==> config.mk <==
export PLATFORM = sky130hd
export DESIGN_NAME = axi_rsp_arbiter
export DESIGN_NICKNAME = d
export VERILOG_FILES = /design/src/rtl/axi_rsp_arbiter.sv
export SDC_FILE = /design/constraint.sdc
export NUM_CORES = 1
export LEC_CHECK = 0
export CAP_MARGIN = 20
export CORE_AREA = 8 8 128 130
export CTS_BUF_LIST = sky130_fd_sc_hd__clkbuf_8
export DETAILED_ROUTE_END_ITERATION = 10
export DIE_AREA = 0 0 136 138
export PLACE_DENSITY = 0.86
export SLEW_MARGIN = 0
export SYNTH_ARGS = -nofsm -noshare
export SYNTH_HDL_FRONTEND = slang
export SYNTH_SLANG_ARGS = --single-unit
==> constraint.sdc <==
create_clock -name axi_tclk -period 2.5 [get_ports axi_tclk]
set_input_delay 0.5 -clock axi_tclk [delete_from_list [all_inputs] [get_ports axi_tclk]]
set_output_delay 0.5 -clock axi_tclk [all_outputs]
set_load 0.03 [all_outputs]
==> src/rtl/axi_rsp_arbiter.sv <==
// Round-robin, packet-atomic merge of NUM_SRC AXI-Stream response sources.
// Define RSP_TIMEOUT_EN to build the idle-source watchdog (error beat + FLUSH).
`timescale 1ns/1ps
module axi_rsp_arbiter #(
    parameter int NUM_SRC        = 4,
    parameter int TIMEOUT_CYCLES = 1024
) (
    input  logic                  axi_tclk,
    input  logic                  axi_tresetn,
    input  logic                  enable_arb,
    input  logic [NUM_SRC*32-1:0] s_axis_tdata,
    input  logic [NUM_SRC*32-1:0] s_axis_tuser,
    input  logic [NUM_SRC-1:0]    s_axis_tvalid,
    input  logic [NUM_SRC-1:0]    s_axis_tlast,
    output logic [NUM_SRC-1:0]    s_axis_tready,
    output logic [31:0]           m_axis_tdata,
    output logic [31:0]           m_axis_tuser,
    output logic                  m_axis_tvalid,
    output logic                  m_axis_tlast,
    output logic [3:0]            m_axis_tdest,
    input  logic                  m_axis_tready,
    output logic [2:0]            grant_idx,
    output logic                  busy,
    output logic                  timeout_pulse
);

    localparam int          IW       = $clog2(NUM_SRC);
    localparam logic [31:0] ERR_WORD = 32'h45525252;

    if (NUM_SRC < 2 || NUM_SRC > 8 || TIMEOUT_CYCLES < 2 || TIMEOUT_CYCLES > 65535) begin : g_param_check
        $error("axi_rsp_arbiter: parameter out of legal range");
    end

    typedef enum logic [1:0] {IDLE, ARB, XFER, FLUSH} state_t;

    state_t          state, state_next;
    logic [IW-1:0]   grant, rr_ptr, pick, cand;
    logic            pick_valid;
    logic            any_req, out_free;
    logic            g_valid, g_last, g_ready, g_accept, xfer_accept;
    logic [31:0]     g_data, g_user;
    logic            timeout_fire;

    assign any_req     = |s_axis_tvalid;
    assign out_free    = !m_axis_tvalid || m_axis_tready;
    assign g_valid     = s_axis_tvalid[grant];
    assign g_last      = s_axis_tlast[grant];
    assign g_data      = s_axis_tdata[int'(grant)*32 +: 32];
    assign g_user      = s_axis_tuser[int'(grant)*32 +: 32];
    assign g_ready     = (state == XFER) ? out_free : (state == FLUSH);
    assign g_accept    = g_valid && g_ready;
    assign xfer_accept = g_accept && (state == XFER);
    assign grant_idx   = 3'(grant);
    assign busy        = (state != IDLE);

    // First requesting source at or after the round-robin pointer, wrapping modulo NUM_SRC
    always_comb begin
        pick       = '0;
        pick_valid = 1'b0;
        cand       = '0;
        for (int k = 0; k < NUM_SRC; k++) begin
            cand = IW'((int'(rr_ptr) + k) % NUM_SRC);
            if (!pick_valid && s_axis_tvalid[cand]) begin
                pick_valid = 1'b1;
                pick       = cand;
            end
        end
    end

`ifdef RSP_TIMEOUT_EN
    localparam logic [15:0] CNT_LAST = 16'(TIMEOUT_CYCLES - 1);
    logic [15:0] idle_cnt;

    // The error beat waits for a free output slot so a stalled beat is never overwritten
    assign timeout_fire = (state == XFER) && !g_valid && (idle_cnt == CNT_LAST) && out_free;

    always_ff @(posedge axi_tclk or negedge axi_tresetn) begin
        if (!axi_tresetn)
            idle_cnt <= '0;
        else if (state != XFER || xfer_accept)
            idle_cnt <= '0;
        else if (!g_valid && idle_cnt != CNT_LAST)
            idle_cnt <= idle_cnt + 16'd1;
    end
`else
    assign timeout_fire = 1'b0;
`endif

    always_ff @(posedge axi_tclk or negedge axi_tresetn) begin
        if (!axi_tresetn)
            state <= IDLE;
        else
            state <= state_next;
    end

    always_comb begin
        state_next           = state;
        s_axis_tready        = '0;
        s_axis_tready[grant] = g_ready;
        case (state)
            IDLE:    if (enable_arb && any_req) state_next = ARB;
            ARB:     state_next = (enable_arb && pick_valid) ? XFER : IDLE;
            XFER: begin
                if (timeout_fire)
                    state_next = FLUSH;
                else if (xfer_accept && g_last)
                    state_next = enable_arb ? ARB : IDLE;
            end
            FLUSH:   if (g_accept && g_last) state_next = ARB;
            default: state_next = IDLE;
        endcase
    end

    always_ff @(posedge axi_tclk or negedge axi_tresetn) begin
        if (!axi_tresetn) begin
            grant  <= '0;
            rr_ptr <= '0;
        end else if (state == ARB && enable_arb && pick_valid) begin
            grant  <= pick;
            rr_ptr <= IW'((int'(pick) + 1) % NUM_SRC);
        end
    end

    // Single output register stage; fields only change when the slot is free
    always_ff @(posedge axi_tclk or negedge axi_tresetn) begin
        if (!axi_tresetn) begin
            m_axis_tvalid <= 1'b0;
            m_axis_tdata  <= '0;
            m_axis_tuser  <= '0;
            m_axis_tlast  <= 1'b0;
            m_axis_tdest  <= '0;
            timeout_pulse <= 1'b0;
        end else begin
            timeout_pulse <= timeout_fire;
            if (xfer_accept) begin
                m_axis_tvalid <= 1'b1;
                m_axis_tdata  <= g_data;
                m_axis_tuser  <= g_user;
                m_axis_tlast  <= g_last;
                m_axis_tdest  <= 4'(grant);
            end else if (timeout_fire) begin
                m_axis_tvalid <= 1'b1;
                m_axis_tdata  <= ERR_WORD;
                m_axis_tuser  <= g_user;
                m_axis_tlast  <= 1'b1;
                m_axis_tdest  <= 4'(grant);
            end else if (m_axis_tready) begin
                m_axis_tvalid <= 1'b0;
            end
        end
    end

endmodule

Word level (Yosys, flattened, before mapping)
Cells that the tools add are included.
{"block": "totals", "register_bits": 74, "input_bits": 268, "out_inout_bits": 79, "word_cells": 80}
{"block": "op_classes", "n_addsub": 4, "order_cmp": 6, "eq_ne": 6, "shifts": 2, "muxes": 31, "bitwise": 1, "n_reduce_logical": 22}
{"operator": "$shiftx 128x8->32", "count": 2}
{"operator": "$mux 2", "count": 8}
{"operator": "$lt 2x3->1 const B", "count": 5}
{"operator": "$mux 1", "count": 15}
{"operator": "$bmux 1 s2", "count": 6}
{"operator": "$logic_and 1x1->1", "count": 12}
{"operator": "$pmux 2 s4", "count": 1}
{"operator": "$add 2x1->2 const B", "count": 2}
{"operator": "$add 2x2->2 const B", "count": 2}
{"operator": "$and 4x4->4", "count": 1}
{"operator": "$eq 2x2->1 const B", "count": 2}
{"operator": "$logic_not 1->1", "count": 4}
{"operator": "$ne 2x1->1 const B", "count": 2}
{"operator": "$reduce_bool 2->1", "count": 2}
{"operator": "$reduce_or 4->1", "count": 1}
{"operator": "$reduce_and 3->1", "count": 1}
{"operator": "$demux 1 s2", "count": 1}
{"operator": "$eq 2x1->1 const B", "count": 1}
{"operator": "$ge 2x1->1 const B", "count": 1}
{"operator": "$logic_not 2->1", "count": 1}
{"operator": "$ne 2x2->1 const B", "count": 1}
{"operator": "$logic_or 1x1->1", "count": 1}

Depth between registers and ports, before layout
Gate-level depths: netlist of run 1.
{"block": "logic_depth", "word_depth": 15, "mapped_depth": 7, "ltp_nobuf": 6}

Least setup slack after synthesis of run 1
Ideal clock, no wire load.
{"block": "synth_timing", "path_kind": "flip-flop to output port", "startpoint": "reg grant[0]", "endpoint": "out s_axis_tready[1]", "arrival_ps": 1909, "slack_ps": 91, "stages_incl_launch_ff": 4, "n_path_buf": 2, "path_cell_list": "dfrtp_1 buf_2 buf_1 nor3b_1"}
{"block": "synth_via", "elab_chain_len": 5, "word_cells_on_any_way": 6, "classes_between": "order compare: 2; mux: 2; bitwise: 1; reduce/logical: 1"}
{"item": "from (decl)", "line": "37", "text": "logic [IW-1:0] grant, rr_ptr, pick, cand;"}
{"item": "from (signal assigned)", "line": "119", "text": "grant <= pick;"}
{"item": "$lt 2x3->1 (not written as such) / $ge 2x1->1 (equally long branches)", "line": "99", "text": "s_axis_tready[grant] = g_ready;"}
{"item": "$logic_and 1x1->1 (not written as such)", "line": "99"}
{"item": "$mux 1 (not written as such)", "line": "99"}
{"item": "$demux 1 s2 *", "line": "99"}
{"item": "$and 4x4->4 (no source line) *"}
{"item": "to (decl)", "line": "15", "text": "output logic [NUM_SRC-1:0] s_axis_tready,"}
Mark *: on every way between the ends. The rest lies on a longest branch, timed or not.

Worst setup path after layout of run 1
{"block": "layout_timing", "startpoint": "reg state[0]", "endpoint": "out busy"}
{"block": "layout_via", "elab_chain_len": 1}
{"item": "from (decl)", "line": "36", "text": "state_t state, state_next;"}
{"item": "from (signal assigned)", "line": "93", "text": "state <= state_next;"}
{"item": "$reduce_bool 2->1", "line": "54", "text": "assign busy = (state != IDLE);"}
{"item": "to (decl)", "line": "23", "text": "output logic busy,"}
Every way passes these cells.

==> flow_summary.json, run 1 <==
{
  "antenna_left": 0,
  "slowest_delay_ps": 660,
  "io_pins": 347,
  "synth_area_leader_cell": "dfrtp_1",
  "synth_compound_area_frac": 0.0299,
  "grt_pass1_wl_mm": 28.7,
  "first_pass_iters": 4,
  "yosysMostFrequentCell": "dfrtp_1",
  "end_kind": "output port",
  "cts_setup_buffers": 0,
  "power_uw": 8820,
  "post_synth_inst_count": 312,
  "path_buf_inv": 3,
  "die_y_um": 138,
  "n_fill_cell": 1133,
  "synth_edf_count": 0,
  "p_leak_uw": 0.00340,
  "dp_hpwl_mm": 16.2,
  "holdWs_ps": 128,
  "drive_gt1_frac": 0.251,
  "rows": 44,
  "utilization": 0.599,
  "yosysTopAreaCellShare": 0.389,
  "nets": 919,
  "grt_max_degree": 41,
  "synth_commonest_cells": "dfrtp_1, mux4_2, mux2_2, buf_2, mux2_1",
  "setup_violations": 0,
  "clk_pin_slew_ps": 80,
  "pwr-share-seq": 0.256,
  "initial_core_util": 0.333,
  "p_int_uw": 5230,
  "p_sw_uw": 3580,
  "maxSlewViolCount": 0,
  "min_period_over_period": 0.914,
  "worstPathArrival_ps": 1790,
  "yosys_register_bits": 74,
  "drt-initial-drc-count": 184,
  "crit_type": "flip-flop to output port",
  "synth_cell_types": 40,
  "crit_path_frequent_cell": "inv_1",
  "fin_worst_skew_ps": 8.17,
  "vias": 4269,
  "synth-simple-area-share": 0.0344,
  "critical_path.startpoint_type": "flip-flop",
  "design.core.area_um2": 14300,
  "pwr-share-comb": 0.646,
  "holdCritPathClass": "primary input to async pin",
  "htreeDepth": 3,
  "syn_to_final_growth_pct": 80.0,
  "tightest_slew_ps": 544,
  "ys_seq_area_frac": 0.389,
  "synth-warning-count": 0,
  "die_area_um2": 18800,
  "synth_top_family_by_area": "multiplexers",
  "ctsHoldBuffers": 0,
  "grt_usage": 0.199,
  "synth_area_um2": 4770,
  "slew_headroom": 0.637,
  "drc": 0,
  "drt_wl_total_mm": 19.0,
  "timing.setup.tns_ps": 0,
  "required_ps": 2000,
  "wl_per_cell_um": 22.7,
  "rsz0062_at_grt": "false",
  "syn_avg_cell_area_um2": 15.3,
  "synth-main-ff-cell": "dfrtp_1",
  "clock_path_buffers": 2,
  "status": "complete, no violations",
  "peakVddDrop_mv": 0.423,
  "cts_sinks": 74,
  "power.density_nw_per_um2": 1030,
  "root_buffer": "clkbuf_8",
  "clock_latency_ps": 340,
  "synth_mux_area_frac": 0.491,
  "fmax_mhz": 438,
  "gp_congestion": 0.834,
  "numCtsBuffers": 9,
  "ys_top_cells_by_area": "dfrtp_1, mux4_2, mux2_2",
  "drt-vias-per-instance": 5.11,
  "tritoncts": "built",
  "crit_slowest_cell": "clkdlybuf4s50_1",
  "grt_overflow": 0,
  "synth_fa_ha_area_frac": 0.0105,
  "p_clk_frac": 0.097,
  "cp_cell_sequence": "inv_1, ha_1, inv_1, clkdlybuf4s50_1",
  "synth-xor-area-share": 0.00184,
  "io_buffers": 342,
  "fin_crit_ps": 2290,
  "max_cap_violations": 0,
  "final-hold-violation-count": 0,
  "die_w_um": 136,
  "netSwitchingFraction": 0.406,
  "cp_top_family": "buffers and inverters",
  "grt_pass1_vias": 5058,
  "antenna_found_initial": 2,
  "ys_async_sr_fraction": 1.00,
  "crit_path_max_fanout": 3
}
==> routing by layer <==
metal / part of all wire / global-route usage / wire length, um / vias up
met5: 0 / 0 / 0 / -
met4: 0.023 / 0.0700 / 444 / 0
met3: 0.11 / 0.0772 / 2050 / 25
met2: 0.53 / 0.364 / 10000 / 241
met1: 0.34 / 0.199 / 6440 / 2114
li1: - / - / - / 1889
==> worst paths after layout <==
path / start / endpoint / slack (ps) / cells after the start
worst max-delay path: state[0]$_DFFE_PN0P_ / busy / 210 / 4
worst min-delay path: axi_tresetn / m_axis_tuser[22]$_DFFE_PN0P_ / 130 / 1
worst max register to register: grant[1]$_DFFE_PN0P_ / m_axis_tuser[15]$_DFFE_PN0P_ / 370 / 5
worst min register to register: m_axis_tdata[5]$_DFFE_PN0P_ / m_axis_tdata[5]$_DFFE_PN0P_ / 490 / 1
max in group asynchronous: axi_tresetn / grant[1]$_DFFE_PN0P_ / 1760 / 2
min in group axi_tclk: m_axis_tdata[5]$_DFFE_PN0P_ / m_axis_tdata[5]$_DFFE_PN0P_ / 490 / 1
==> area by class of cell <==
class,instances,area [um^2],area share
multi-input combinational,201,2730,0.318
antenna,2,5.00,0.000583
sequential,74,1860,0.217
inverter,7,26.3,0.00306
timing repair buffer,354,3550,0.414
clock buffer,12,165,0.0193
clock inverter,2,12.5,0.00146
tap,184,230,0.0268
==> cells in the final DEF, fill, tap and decap left out, drive strengths merged, types with 3 or more instances in the layout <==
master and instances:
nor3 4, clkbuf 12, mux2 70, mux4 66, nand2 9, conb 4, clkdlybuf4s50 337, mux2i 3
nor2 7, ha 4, o21ai 6, buf 17, a21oi 7, inv 7, dfrtp 74
==> stage by stage <==
step | instance area (um^2) | setup WS (ps) | std cells
after floorplan | 4780 | 90.8 | 315
after global placement | 8390 | 182 | 820
after detailed placement | 8390 | 122 | 820
after CTS | 8570 | 125 | 834
after global routing | 8580 | 100 | 836
final | 8580 | 215 | 836
==> cell families after synthesis <==
logic type                 Yosys count
adders and majority gates            4
AOI/OAI and AO/OA                   22
other                                1
buffers and inverters               40
DFF                                 74
xor gates and xnor gates             1
and+or+nand+nor                     31
muxes                              139
==> what timing repair did <==
| item | 4_1_cts | 5_1_grt |
|---|---|---|
| resized for setup | 0 | 1 |
| endpoints found under the hold margin | 0 | 0 |
| setup endpoints to repair | 0 | 1 |
==> sequential cells by signal, indices dropped and copies added (netlist names), named ones only <==
| signal | count |
|---|---|
| m_axis_tdata | 32 |
| m_axis_tdest | 2 |
| m_axis_tlast | 1 |
| grant | 2 |
| state | 2 |
| m_axis_tvalid | 1 |
| m_axis_tuser | 32 |
| rr_ptr | 1 |
==> power by group through the flow <==
stage,logic (uW),registers [uW],clock network [uW]
floorplan,2620,3160,0
global placement,5640,2240,0
detailed placement,5770,2280,0
CTS,5780,2270,894
global route,6060,2350,944
finish,5700,2260,859
(Power assumes the default switching activity.)
==> run 2, diff against run 1 <==
--- a/config.mk
+++ b/config.mk
@@ -10,6 +10,7 @@
 export CTS_BUF_LIST = sky130_fd_sc_hd__clkbuf_8
 export DETAILED_ROUTE_END_ITERATION = 10
 export DIE_AREA = 0 0 136 138
+export GPL_TIMING_DRIVEN = 0
 export PLACE_DENSITY = 0.86
 export SLEW_MARGIN = 0
 export SYNTH_ARGS = -nofsm -noshare
==> flow_summary.json, run 2 (synthesis results as in run 1) <==
{
  "setup_violations": 0,
  "cts_sinks": 74,
  "rows": 44,
  "grt_pass1_vias": 5110,
  "worstPathArrival_ps": 1860,
  "tritoncts": "built",
  "grt_pass1_wl_mm": 29.9,
  "holdCritPathClass": "primary input to async pin",
  "crit_path_max_fanout": 7,
  "io_pins": 347,
  "drt-initial-drc-count": 213,
  "status": "complete, no violations",
  "final_cells": 852,
  "place_area_um2": 8410,
  "design.core.area_um2": 14300,
  "die_w_um": 136,
  "required_ps": 2000,
  "power.density_nw_per_um2": 1040,
  "fmax_mhz": 423,
  "drt-vias-per-instance": 5.12,
  "path_buf_inv": 2,
  "ff2ff_path_depth": 7,
  "numCtsBuffers": 9,
  "drive_gt1_frac": 0.262,
  "first_pass_iters": 4,
  "die_area_um2": 18800,
  "fin_crit_ps": 2360,
  "maxSlewViolCount": 0,
  "syn_to_final_growth_pct": 80.0,
  "cts_setup_buffers": 0,
  "drt_wl_total_mm": 20.1,
  "end_kind": "output port",
  "nets": 935,
  "clk_pin_slew_ps": 80,
  "rsz0062_at_grt": "false",
  "slew_headroom": 0.578,
  "n_fill_cell": 1126,
  "crit_slowest_cell": "dfrtp_1",
  "cp_top_family": "buffers and inverters",
  "min_period_over_period": 0.945,
  "final_area_um2": 8580,
  "drc": 0,
  "fin_worst_skew_ps": 12.3,
  "initial_core_util": 0.333,
  "placed_cells": 838,
  "final-hold-violation-count": 0,
  "crit_type": "flip-flop to output port",
  "io_buffers": 338,
  "wl_per_cell_um": 23.6,
  "dp_hpwl_mm": 17.2,
  "grt_usage": 0.211,
  "tightest_slew_ps": 633,
  "antenna_found_initial": 0,
  "clock_latency_ps": 350,
  "top_regs": "m_axis_tdata x32, m_axis_tuser x32",
  "utilization": 0.599,
  "worst-path-stages": 6,
  "layout_common_cells": "clkdlybuf4s50_1, dfrtp_1, mux4_2, mux2_2, buf_2",
  "clock_path_buffers": 2,
  "layout_commonest_cell": "clkdlybuf4s50_1",
  "vias": 4361,
  "gp_congestion": 0.884,
  "max_cap_violations": 0,
  "critical_path.startpoint_type": "flip-flop",
  "grt_overflow": 0,
  "die_y_um": 138,
  "slowest_delay_ps": 410,
  "root_buffer": "clkbuf_8",
  "p_leak_uw": 0.00344,
  "antenna_left": 0,
  "htreeDepth": 3,
  "grt_max_degree": 40,
  "antenna_cells": 0,
  "cp_cell_sequence": "inv_1, ha_2, nor2_1, a21o_1, nor3_1, clkdlybuf4s15_2",
  "peakVddDrop_mv": 0.488
}
## run 2: timing repair
action,4_1_cts,5_1_grt
resized for setup,15,5
endpoints found under the setup margin,4,18
hold buffers,0,0
## run 2: worst paths after layout
kind / from / endpoint / slack [ps]
setup / recovery: state[0]$_DFFE_PN0P_ / s_axis_tready[0] / 140
hold / removal: axi_tresetn / m_axis_tuser[21]$_DFFE_PN0P_ / 100
setup reg to reg: grant[1]$_DFFE_PN0P_ / m_axis_tdata[12]$_DFFE_PN0P_ / 200
hold reg to reg: m_axis_tdata[0]$_DFFE_PN0P_ / m_axis_tdata[0]$_DFFE_PN0P_ / 500
max in group asynchronous: axi_tresetn / m_axis_tdest[1]$_DFFE_PN0P_ / 1800
min in group axi_tclk: m_axis_tdata[0]$_DFFE_PN0P_ / m_axis_tdata[0]$_DFFE_PN0P_ / 500
## run 2: worst reg2reg max path, cell delays in order, from the launching register on
cell	delay, ps
dfrtp_1	390
buf_4	310
mux2i_1	260
nor3_2	80
o21ai_2	320
buf_4	290
buf_6	210
mux2_4	320
## run 2: area by class of cell
cell class	instances	area [um^2]	share of cell area
Inverter	7	26.3	0.00306
Buffer	31	176	0.0206
Clock buffer	12	165	0.0193
Clock inverter	4	17.5	0.00204
Timing Repair Buffer	339	3390	0.395
Multi-Input combinational cell	201	2720	0.318
Sequential cell	74	1850	0.216
Tap cell	184	230	0.0268
## run 2: power breakdown
group	total (uW)	switching, uW	internal, uW
logic	5890	2870	3020
clock network	880	448	432
registers	2110	330	1780
## run 2: through the flow
stage | setup slack (ps) | hold WS (ps) | setup TNS (ps) | total power, uW
final | 137 | 102 | 0 | 8880
after global routing | 30.0 | 123 | 0 | 9380
after CTS | 30.0 | 98.8 | 0 | 9000
after detailed placement | -278 | 486 | -13400 | 8100
after global placement | -1730 | 474 | -136750 | 7920
after floorplan | 90.8 | 204 | 0 | 5780
## run 2: metal layers
| layer | part of all wire | wire (um) | vias up | global-route usage |
|---|---|---|---|---|
| met5 | 0 | 0 | - | 0 |
| met4 | 0.025 | 502 | 0 | 0.0810 |
| met3 | 0.096 | 1930 | 28 | 0.0707 |
| met2 | 0.53 | 10600 | 254 | 0.382 |
| met1 | 0.35 | 7040 | 2155 | 0.219 |
| li1 | - | - | 1924 | - |
